==> config.mk <==
export PLATFORM = sky130hd
export DESIGN_NAME = fp_cvt_int2fp
export DESIGN_NICKNAME = d
export VERILOG_FILES = /design/src/rtl/fp_cvt_int2fp.sv
export SDC_FILE = /design/constraint.sdc
export NUM_CORES = 1
export LEC_CHECK = 0
export ABC_CLOCK_PERIOD_IN_PS = 3200
export BUFFER_PORTS_ARGS = -buffer_cell sky130_fd_sc_hd__buf_2
export CAP_MARGIN = 10
export CORE_MARGIN = 3
export CORE_UTILIZATION = 38
export DETAILED_ROUTE_END_ITERATION = 16
export GPL_TIMING_DRIVEN = 0
export PLACE_DENSITY = 0.67
export SETUP_SLACK_MARGIN = 0.3
export SYNTH_ARGS = -nofsm -noshare
export SYNTH_HDL_FRONTEND = slang
export SYNTH_SLANG_ARGS = --single-unit
==> constraint.sdc <==
create_clock -name i_clk -period 3.2 [get_ports i_clk]
set_input_delay 0.64 -clock i_clk [delete_from_list [all_inputs] [get_ports i_clk]]
set_output_delay 0.64 -clock i_clk [all_outputs]
set_load 0.05 [all_outputs]
==> src/rtl/fp_cvt_int2fp.sv <==
// fp_cvt_int2fp: iterative 32-bit integer to binary32 converter (FCVT.S.W / FCVT.S.WU).
// Normalizes one bit per cycle, then rounds to nearest even in a single step.
module fp_cvt_int2fp (
  input  logic        i_clk,
  input  logic        i_rst_n,
  input  logic        i_valid,
  output logic        o_ready,
  input  logic [31:0] i_data,
  input  logic        i_unsigned,
  output logic        o_valid,
  input  logic        i_ready,
  output logic [31:0] o_data,
  output logic        o_inexact
);

  typedef enum logic [1:0] {
    IDLE  = 2'd0,
    NORM  = 2'd1,
    ROUND = 2'd2,
    DONE  = 2'd3
  } state_t;

  state_t      state, state_nxt;
  logic [31:0] mag;
  logic [7:0]  exp;
  logic        sign;
  logic        zero;

  logic signed [31:0] data_s;
  logic               sign_in;
  logic [31:0]        mag_in;
  logic               zero_in;

  // Round-to-nearest-even on a normalized magnitude (bit 31 is the hidden one).
  // A carry out of the fraction leaves the fraction bits at zero and bumps the exponent.
  function automatic logic [31:0] round_pack(input logic s, input logic [7:0] e,
                                             input logic [30:0] m, input logic z);
    logic        up;
    logic [23:0] sum;
    logic [7:0]  e_o;
    up  = m[7] & ((|m[6:0]) | m[8]);
    sum = {1'b0, m[30:8]} + {23'd0, up};
    e_o = sum[23] ? (e + 8'd1) : e;
    if (z) return 32'd0;
    return {s, e_o, sum[22:0]};
  endfunction

  // Any discarded bit set means the result is not exact.
  function automatic logic inexact_of(input logic [7:0] low);
    return |low;
  endfunction

  // Operand decode for the accept cycle: sign and absolute value.
  always_comb begin
    data_s  = $signed(i_data);
    sign_in = ~i_unsigned & i_data[31];
    mag_in  = sign_in ? 32'(-data_s) : i_data;
    zero_in = (mag_in == 32'd0);
  end

  // State register.
  always_ff @(posedge i_clk) begin
    if (!i_rst_n) state <= IDLE;
    else          state <= state_nxt;
  end

  // Next-state logic; NORM exits when the next shift lands a one in bit 31.
  always_comb begin
    state_nxt = state;
    o_ready   = 1'b0;
    case (state)
      IDLE: begin
        o_ready = 1'b1;
        if (i_valid) state_nxt = (zero_in || mag_in[31]) ? ROUND : NORM;
      end
      NORM:    if (mag[30]) state_nxt = ROUND;
      ROUND:   state_nxt = DONE;
      DONE:    if (i_ready) state_nxt = IDLE;
      default: state_nxt = IDLE;
    endcase
  end

  // Datapath: capture, shift-normalize, round and hold the result until handed off.
  always_ff @(posedge i_clk) begin
    if (!i_rst_n) begin
      mag       <= 32'd0;
      exp       <= 8'd0;
      sign      <= 1'b0;
      zero      <= 1'b0;
      o_valid   <= 1'b0;
      o_data    <= 32'd0;
      o_inexact <= 1'b0;
    end else begin
      case (state)
        IDLE: begin
          if (i_valid) begin
            sign <= sign_in;
            mag  <= mag_in;
            exp  <= 8'd158;
            zero <= zero_in;
          end
        end
        NORM: begin
          mag <= {mag[30:0], 1'b0};
          exp <= exp - 8'd1;
        end
        ROUND: begin
          o_data    <= round_pack(sign, exp, mag[30:0], zero);
          o_inexact <= zero ? 1'b0 : inexact_of(mag[7:0]);
          o_valid   <= 1'b1;
        end
        DONE: begin
          if (i_ready) o_valid <= 1'b0;
        end
        default: ;
      endcase
    end
  end

endmodule
==> results of run 1 <==
## routing by layer
metal | vias up | part of all wire, %
met1 | 2249 | 49
met3 | 15 | 6.1
li1 | 2468 | -
met2 | 164 | 43
met4 | 0 | 1.4
met5 | - | 0
## logic make-up (layout without fill, tap and decap cells)
kind of cell / after synthesis / after routing
simple gates: 270 / 270
compound gates: 150 / 150
flops: 77 / 77
buf+inv: 77 / 161
xor+xnor: 63 / 63
mux: 11 / 11
fa+ha+maj: 8 / 8
## registers in the layout (all words and copies together), names as in the netlist
register	count
exp	8
mag	31
o_data	32
o_inexact	1
o_valid	1
sign	1
state	2
zero	1
## how the worst max path moves through the flow
stage | from | to | cells after the start | slack (ns)
4_1_cts | i_unsigned | state[0] | 10 | 0.31
2_1_floorplan | i_data[0] | state[0] | 10 | 0.44
3_3_place_gp | i_data[0] | state[0] | 11 | -0.29
5_1_grt | i_data[0] | state[0] | 11 | 0.25
3_5_place_dp | i_data[0] | state[0] | 11 | -0.29
6_report | i_data[0] | state[0] | 11 | 0.34
## worst reg2reg max path: stages (launching register included)
cell	delay [ns]
dfxtp_1	0.43
nand4_1	0.26
or4_1	0.61
nor4_2	0.48
and2_1	0.27
nand3_1	0.11
xor2_1	0.17
o21ai_1	0.12
## through the flow
step	std cells	TNS, ns
CTS	905	0
global route	912	0
finish	912	0
floorplan	656	0
detailed placement	891	-0.743
global placement	891	-0.719
## layout by cell type, fill, tap and decap left out, types with 8 or more instances in the layout
master	count
xnor2_1	39
o21ai_0	31
nand2_1	97
xor2_1	24
nand4_1	16
buf_2	66
o211ai_1	22
a21oi_1	12
nor2b_1	10
clkbuf_1	36
nor3_1	22
clkbuf_16	9
nand3_1	23
mux2i_1	9
and2_1	26
o22ai_1	16
a21boi_0	27
inv_1	31
dfxtp_1	77
nor2_1	32
ha_1	8
## cell type report
class | count | area (sq um) | area share [%]
timing repair buffer | 70 | 368 | 6.16
multi-input combinational | 502 | 3260 | 54.6
buffer | 46 | 201 | 3.37
clock inverter | 2 | 10.0 | 0.168
clock buffer | 12 | 256 | 4.29
sequential | 77 | 1540 | 25.8
tap | 172 | 215 | 3.60
inverter | 31 | 116 | 1.95
## power by group
part           internal, uW  switching, uW
clock network           556            377
logic                   608           1190
registers              1200            249
## repair_timing
| action | in CTS | in global routing |
|---|---|---|
| pin swaps | 0 | 7 |
| endpoints found under the setup margin | 3 | 8 |
| setup buffers | 0 | 7 |
| gates resized for setup | 4 | 10 |
==> qor.yml, run 1 <==
run_status:
  status: "finished, final reports clean"
global_routing:
  busiest_layer: "met2"
  grt_pass1_vias: 4379
  grt_use_met1_pct: 27.8
  use_met3_pct: 2.70
  grt_max_degree: 12
  grt_overflow: 0
  grt_use_met2_pct: 28.8
  grt_usage_pct: 19.0
  antenna_found_initial: 0
  grt_pass1_wl_um: 22600
placement:
  placed_cell_area_sq_um: 5580
  dp_slack_ns: -0.294
  port_buffers: 63
  place.gp.congestion: 0.896
  hpwl_um: 10700
setup_path:
  worstPathArrival_ns: 3.07
  critPathBufInv: 3
  path_class: "input pin to flip-flop"
  r2r_end: "o_data[27]"
  cp_max_fo: 10
  r2r_cells: 7
  crit_path_end_kind: "flip-flop"
  worst_path_largest_cell_delay_ns: 0.37
  worstPathCellList: "buf_2, inv_1, ha_1, nor4b_4, buf_6, nand4_1, o41ai_2, xor2_1, nand4_1, nor4_4, a31oi_1"
  crit_family: "simple AND/OR/NAND/NOR gates"
  start_kind: "input pin"
  crit_top_cell: "nand4_1"
  cpMaxStageDelayCell: "nor4_4"
  worst_ep_required_time_ns: 3.41
  r2r_start: "mag[7]"
  r2r_slack_ns: 0.68
layout:
  drive_above_1_share_pct: 14.7
  diodes: 0
  fin_nets: 782
  n_fill_cell: 1274
  final_area_sq_um: 5970
  syn_to_final_growth_pct: 18.3
  fin_util_pct: 46.6
power_and_ir_drop:
  power.density_nw_per_um2: 699
  leakage_uw: 0.00218
  p_total_uw: 4170
  peakVddDrop_mv: 0.335
clock_network:
  htree_levels: 3
  cts.clk_slew.worst_paths_ns: 0.06
  clock_path_buffers: 2
  cts_tree: "built"
  cts_hold_buf: 0
  cts.sinks: 77
  insertion_delay_ns: 0.34
  root_buffer: "clkbuf_16"
  cts_buffers: 9
synth:
  synth_top_area_cell: "dfxtp_1"
  synth-async-reset-ratio_pct: 0
  synth_compound_area_share_pct: 20.3
  syn_inst: 656
  synth_ff_type: "dfxtp_1"
  ys_warn_count: 0
  synth-seq-cells: 77
  synthTopCellsByArea: "dfxtp_1 31%, nand2_1 7.2%, xnor2_1 6.8%"
  synth_fa_ha_area_share_pct: 1.98
  muxShareOfSynthArea_pct: 2.23
  synthSimpleGateAreaFrac_pct: 27.9
  synth_top_family_by_area: "simple AND/OR/NAND/NOR gates"
  synth_common_cells: "97 x nand2_1, 77 x dfxtp_1, 39 x xnor2_1"
  ys_seq_area_share_pct: 30.5
  synth_edf_count: 0
  yosys.cell_count.top_type: "nand2_1"
  syn_area_sq_um: 5050
  avgSynthCellArea_sq_um: 7.70
  synth_cell_types: 59
  synth_fp_nets: 701
  synth_top_area_share_pct: 30.5
  synth_xor_area_share_pct: 10.9
min_path:
  min_path_cells: 2
  min_from: "o_data[21]"
  hold_end: "o_data[21]"
  hold_class: "flip-flop to flip-flop"
sta:
  holdWs_ns: 0.444
  finalMaxSlewViolations: 0
  clock.fmax_mhz: 350
  hold_viol_final: 0
  final-setup-viol-count: 0
  skew_ns: 0.00646
  grt_setup_unrepaired: "yes"
  setup_ws_ns: 0.343
  period_share_pct: 89.3
  worst_pin_slew_ns: 0.820
  period_minus_slack_ns: 2.86
  max_slew_margin_pct: 44.8
flow_run:
  cap_violations: 0
detailed_routing:
  drtPass1Iterations: 4
  vias_per_cell: 5.37
  drc_errors: 0
  drt-wirelength-per-cell_um: 15.5
  vias: 4896
  ant_nets: 0
  wl_um: 14200
  drtIter0Drc: 314
floorplan:
  core_sq_um: 12800
  fp.dieW_um: 121
  dieArea_sq_um: 14700
  initial_utilization_pct: 39.4
  placementRows: 41
  ios: 72
  chipHeight_um: 121
(Power assumes the default switching activity.)
==> run 2, diff against run 1 <==
- ABC_AREA: not set -> 1
==> qor.yml, run 2 <==
floorplan:
  dieArea_sq_um: 14500
  ios: 72
  placementRows: 41
  fp.dieW_um: 121
  chipHeight_um: 121
  initial_utilization_pct: 39.2
  core_sq_um: 12700
global_routing:
  grt_usage_pct: 19.4
  grt_pass1_vias: 4888
  antenna_found_initial: 0
  grt_pass1_wl_um: 23200
  grt_overflow: 0
  grt_max_degree: 13
clock_network:
  cts_buffers: 9
  cts_tree: "built"
  clock_path_buffers: 2
  htree_levels: 3
  ctsResizeCount: 0
  root_buffer: "clkbuf_16"
  cts_hold_buf: 0
  post_cts.repair.setup_buffers: 0
  insertion_delay_ns: 0.33
  cts.clk_slew.worst_paths_ns: 0.06
  cts.sinks: 77
power_and_ir_drop:
  peakVddDrop_mv: 0.280
  p_seq_share_pct: 34.0
  clkPwrFrac_pct: 25.3
  p_total_uw: 4110
  p_sw_uw: 1770
  power_frac_comb_pct: 40.7
  power.density_nw_per_um2: 701
  internal_power_uw: 2350
  p_sw_share_pct: 43.0
  leakage_uw: 0.00266
layout:
  layout_commonest_cell: "nand2_1"
  diodes: 0
  top_register: "o_data"
  drive_above_1_share_pct: 13.9
  syn_to_final_growth_pct: 17.7
  seqCellArea_sq_um: 1540
  top_regs: "o_data: 32 flops, mag: 31 flops, exp: 8 flops"
  largest_reg_flops: 32
  n_fill_cell: 1422
  final_cell_mix: "243 x nand2_1, 105 x a21oi_1, 98 x nor2_1"
  fin_nets: 956
  multi_input_area_sq_um: 2970
detailed_routing:
  vias: 5312
  wl_met3_um: 740
  drt-wirelength-per-cell_um: 12.7
  wl_um: 13900
  dr.max_layer_used: "met4"
  wl_met2_um: 5760
  drtIter0Drc: 310
  drtPass1Iterations: 5
  m1WireLength_um: 7060
  vias_per_cell: 4.88
  ant_nets: 0
  drc_errors: 0
placement:
  port_buffers: 71
  place.gp.congestion: 0.875
  hpwl_um: 11100
sta:
  setup_tns_ns: 0
  period_minus_slack_ns: 2.40
  finalMaxSlewViolations: 0
  grt_setup_unrepaired: "no"
  worst_pin_slew_ns: 0.522
  clock.fmax_mhz: 416
  final-setup-viol-count: 0
  hold_viol_final: 0
  max_slew_margin_pct: 65.2
  period_share_pct: 75.1
  skew_ns: 0.00507
flow_run:
  cap_violations: 0
setup_path:
  cpMaxStageDelayCell: "ha_1"
  cp_max_fo: 5
  crit_top_cell: "nand2_1"
  start_kind: "input pin"
  crit_path_end_kind: "flip-flop"
  worst_path_largest_cell_delay_ns: 0.22
  worst_ep_required_time_ns: 3.40
  worstPathCellList: "buf_2, inv_1, ha_1, nand3_1, nor2_2, nand2_1, nand2_1, nand2_1, nand2_1, nand2_1, nor2_1, nand2_1, nor2_1, nand3_1, nand2_1, nand2_1, nand2_1, a21oi_1"
  path_class: "input pin to flip-flop"
  worstPathArrival_ns: 2.60
synth:
  avgSynthCellArea_sq_um: 6.02
  synthTopCellsByArea: "dfxtp_1 31%, nand2_1 18%, a21oi_1 11%"
  synth_ff_type: "dfxtp_1"
  synth_fp_nets: 874
  ys_warn_count: 0
  yosys.cell_count.top_type: "nand2_1"
  syn_area_sq_um: 4990
  synth-async-reset-ratio_pct: 0
  synth_top_area_cell: "dfxtp_1"
  synth_edf_count: 0
  ys_seq_area_share_pct: 30.9
  syn_inst: 829
  synth_common_cells: "243 x nand2_1, 105 x a21oi_1, 98 x nor2_1"
  synth_cell_types: 40
  synth-seq-cells: 77
  synth_top_area_share_pct: 30.9
min_path:
  hold_class: "flip-flop to flip-flop"
run_status:
  status: "finished, final reports clean"
==> run 2: changes by cell type in the layout (fill, tap and decap cells not counted), sizes merged, moves of 31 or more <==
| cell | change |
|---|---|
| inv | +55 |
| nor2 | +77 |
| a21oi | +93 |
| xnor2 | -37 |
| nand3 | +31 |
| nand2 | +152 |
==> run 2: layer usage <==
layer	vias up	global-route usage [%]
met1	2277	27.7
met2	148	30.2
met5	-	0
met4	0	7.51
li1	2866	-
met3	21	1.82
==> run 2: kinds of logic after synthesis <==
logic type / count (synthesis) / synth area share [%]
compound gates: 177 / 18.8
xor+xnor: 6 / 1.05
fa+ha+maj: 8 / 2.01
buf+inv: 122 / 9.46
flops: 77 / 30.9
simple gates: 439 / 37.7
==> run 2: worst max-delay path, delay by kind of cell <==
family | cells | cell delay [ns]
adders and majority gates | 1 | 0.22
AOI/OAI and AO/OA | 1 | 0.05
and+or+nand+nor | 14 | 1.48
buffers and inverters | 2 | 0.20
==> run 2: final timing paths <==
| kind | startpoint | endpoint | slack [ns] | cells past startpoint |
|---|---|---|---|---|
| worst max-delay path | i_data[0] | state[0] | 0.80 | 18 |
| worst min-delay path | o_data[5] | o_data[5] | 0.46 | 2 |
| worst max register to register | mag[8] | o_data[20] | 0.93 | 16 |
| worst min register to register | o_data[5] | o_data[5] | 0.46 | 2 |
==> run 2: power by group through the flow <==
| stage | registers, uW | logic (uW) | clock network [uW] |
|---|---|---|---|
| after floorplan | 1530 | 1090 | 0 |
| after global placement | 1410 | 1650 | 0 |
| after detailed placement | 1410 | 1660 | 0 |
| after CTS | 1390 | 1670 | 1060 |
| after global routing | 1430 | 1910 | 1090 |
| final | 1400 | 1680 | 1040 |
==> run 2: per-stage QoR <==
step                      instances  utilization (%)  hold WS [ns]  setup WS (ns)  cell area (sq um)
after detailed placement       1072             43.7         0.453          0.405               5560
after global routing           1088             46.1         0.474          0.495               5870
final                          1088             46.1         0.460          0.797               5870
after floorplan                 829                -         0.440          0.945               4990
after global placement         1072             43.7         0.451          0.445               5560
after CTS                      1088             46.1         0.463          0.761               5870
==> run 2: final cells by class <==
cell class / count / area share [%]
plain buffers: 32 / 2.28
clock buffers: 12 / 4.54
clock inverters: 4 / 0.767
inverters: 90 / 5.76
multi-input cells: 630 / 50.7
flip-flops and latches: 77 / 26.3
well taps: 172 / 3.67
repair buffers: 71 / 6.05
==> run 3, diff against run 2 <==
- ABC_AREA: 1 -> 0
- ABC_CLOCK_PERIOD_IN_PS: 3200 -> 2300
- clock period: 3.2 -> 2.3 ns (I/O delays scaled with it)
==> qor.yml, run 3 (same netlist as run 1, synthesis figures left out) <==
run_status:
  status: "finished with violations"
  violations: "negative setup slack"
power_and_ir_drop:
  peakVddDrop_mv: 0.428
  leakage_uw: 0.00269
  power.density_nw_per_um2: 914
  p_total_uw: 6390
setup_path:
  r2r_slack_ns: 0.25
  cp_max_fo: 6
  path_class: "input pin to flip-flop"
  r2r_cells: 8
  crit_path_end_kind: "flip-flop"
  worst_ep_required_time_ns: 2.51
  r2r_end: "o_data[27]"
  worstPathArrival_ns: 2.74
  start_kind: "input pin"
  r2r_start: "mag[16]"
layout:
  seqCellArea_sq_um: 1580
  fin_cells: 958
  syn_to_final_growth_pct: 38.4
  top_register: "o_data"
  n_fill_cell: 1192
  fin_nets: 826
  diodes: 0
  top_regs: "o_data: 32 flops, mag: 31 flops, exp: 8 flops"
  final_cell_mix: "92 x nand2_1, 62 x dfxtp_1, 60 x buf_2"
  largest_reg_flops: 32
  drive_above_1_share_pct: 31.9
  multi_input_area_sq_um: 3660
  layout_commonest_cell: "nand2_1"
sta:
  hold_viol_final: 0
  holdWs_ns: 0.442
  grt_setup_unrepaired: "yes"
  final-setup-viol-count: 4
  clock.fmax_mhz: 396
  period_share_pct: 110
  skew_ns: 0.00610
  setup_ws_ns: -0.227
  worst_pin_slew_ns: 0.560
  period_minus_slack_ns: 2.53
  max_slew_margin_pct: 62.3
  finalMaxSlewViolations: 0
flow_run:
  cap_violations: 0
global_routing:
  grt_pass1_wl_um: 24800
  grt_usage_pct: 21.2
  grt_pass1_vias: 4715
  antenna_found_initial: 0
  grt_overflow: 0
  grt_max_degree: 13
clock_network:
  root_buffer: "clkbuf_16"
  cts_tree: "built"
  cts.clk_slew.worst_paths_ns: 0.06
  cts.sinks: 77
  htree_levels: 3
  cts_buffers: 9
  cts_hold_buf: 0
  insertion_delay_ns: 0.34
  clock_path_buffers: 2
floorplan:
  chipHeight_um: 121
  core_sq_um: 12800
  placementRows: 41
  fp.dieW_um: 121
  dieArea_sq_um: 14700
  initial_utilization_pct: 39.4
  ios: 72
min_path:
  min_path_cells: 2
  min_from: "o_data[29]"
  hold_class: "flip-flop to flip-flop"
  hold_end: "o_data[29]"
placement:
  port_buffers: 63
  place_inst: 891
  place.gp.congestion: 0.894
  hpwl_um: 11600
detailed_routing:
  vias: 5286
  drc_errors: 0
  ant_nets: 0
  drtIter0Drc: 271
  vias_per_cell: 5.52
  drt-wirelength-per-cell_um: 16.8
  wl_um: 16100
  drtPass1Iterations: 5
run 3: final cells by class:
cell class              instances  area share (%)
plain buffers                  46            4.73
clock inverters                 4           0.680
clock buffers                  12            3.53
inverters                      31            1.92
multi-input cells             502            52.4
well taps                     172            3.08
flip-flops and latches         77            22.5
repair buffers                114            11.2
run 3: critical path: stages:
cell and delay [ns]:
buf_12 0.11, inv_12 0.04, ha_4 0.12, nor4b_4 0.26, buf_6 0.19, nand4_1 0.18
o41ai_2 0.41, xor2_1 0.35, nand4_1 0.20, nor4_4 0.28, a31oi_1 0.13
run 3: per-layer routing:
layer	global-route usage (%)	part of all wire (%)
met5	0	0
met4	7.42	2.4
met3	2.70	5.9
met2	34.0	47
met1	29.3	45
run 3: per-stage QoR:
step	util, %	TNS [ns]	instance area [sq um]	setup slack, ns
after detailed placement	44.8	-7.82	5750	-0.926
after CTS	51.2	-0.309	6570	-0.120
after global placement	44.8	-6.98	5750	-0.907
after floorplan	-	-0.557	5220	-0.203
final	54.5	-0.750	6990	-0.227
after global routing	54.5	-0.960	6990	-0.285
run 3: timing repair:
action / CTS / global route
resized for setup: 98 / 85
setup endpoints to repair: 60 / 56
pin swaps: 41 / 42
endpoints found under the hold margin: 0 / 0
buffers inserted: 28 / 23
run 3: how the worst max path moves through the flow:
stage	from	end	slack, ns	cells after the start
4_1_cts	i_data[0]	zero	-0.12	12
3_3_place_gp	i_data[1]	state[0]	-0.91	8
2_1_floorplan	i_data[21]	zero	-0.20	8
6_report	i_data[1]	state[0]	-0.23	11
3_5_place_dp	i_data[1]	state[0]	-0.93	8
5_1_grt	i_data[0]	zero	-0.28	12
run 3: power by group:
part	switching [uW]	total [uW]	internal (uW)	leakage, uW
Sequential	370	2070	1700	0.000636
Combinational	1800	2910	1110	0.00191
Clock	544	1410	866	0.000143
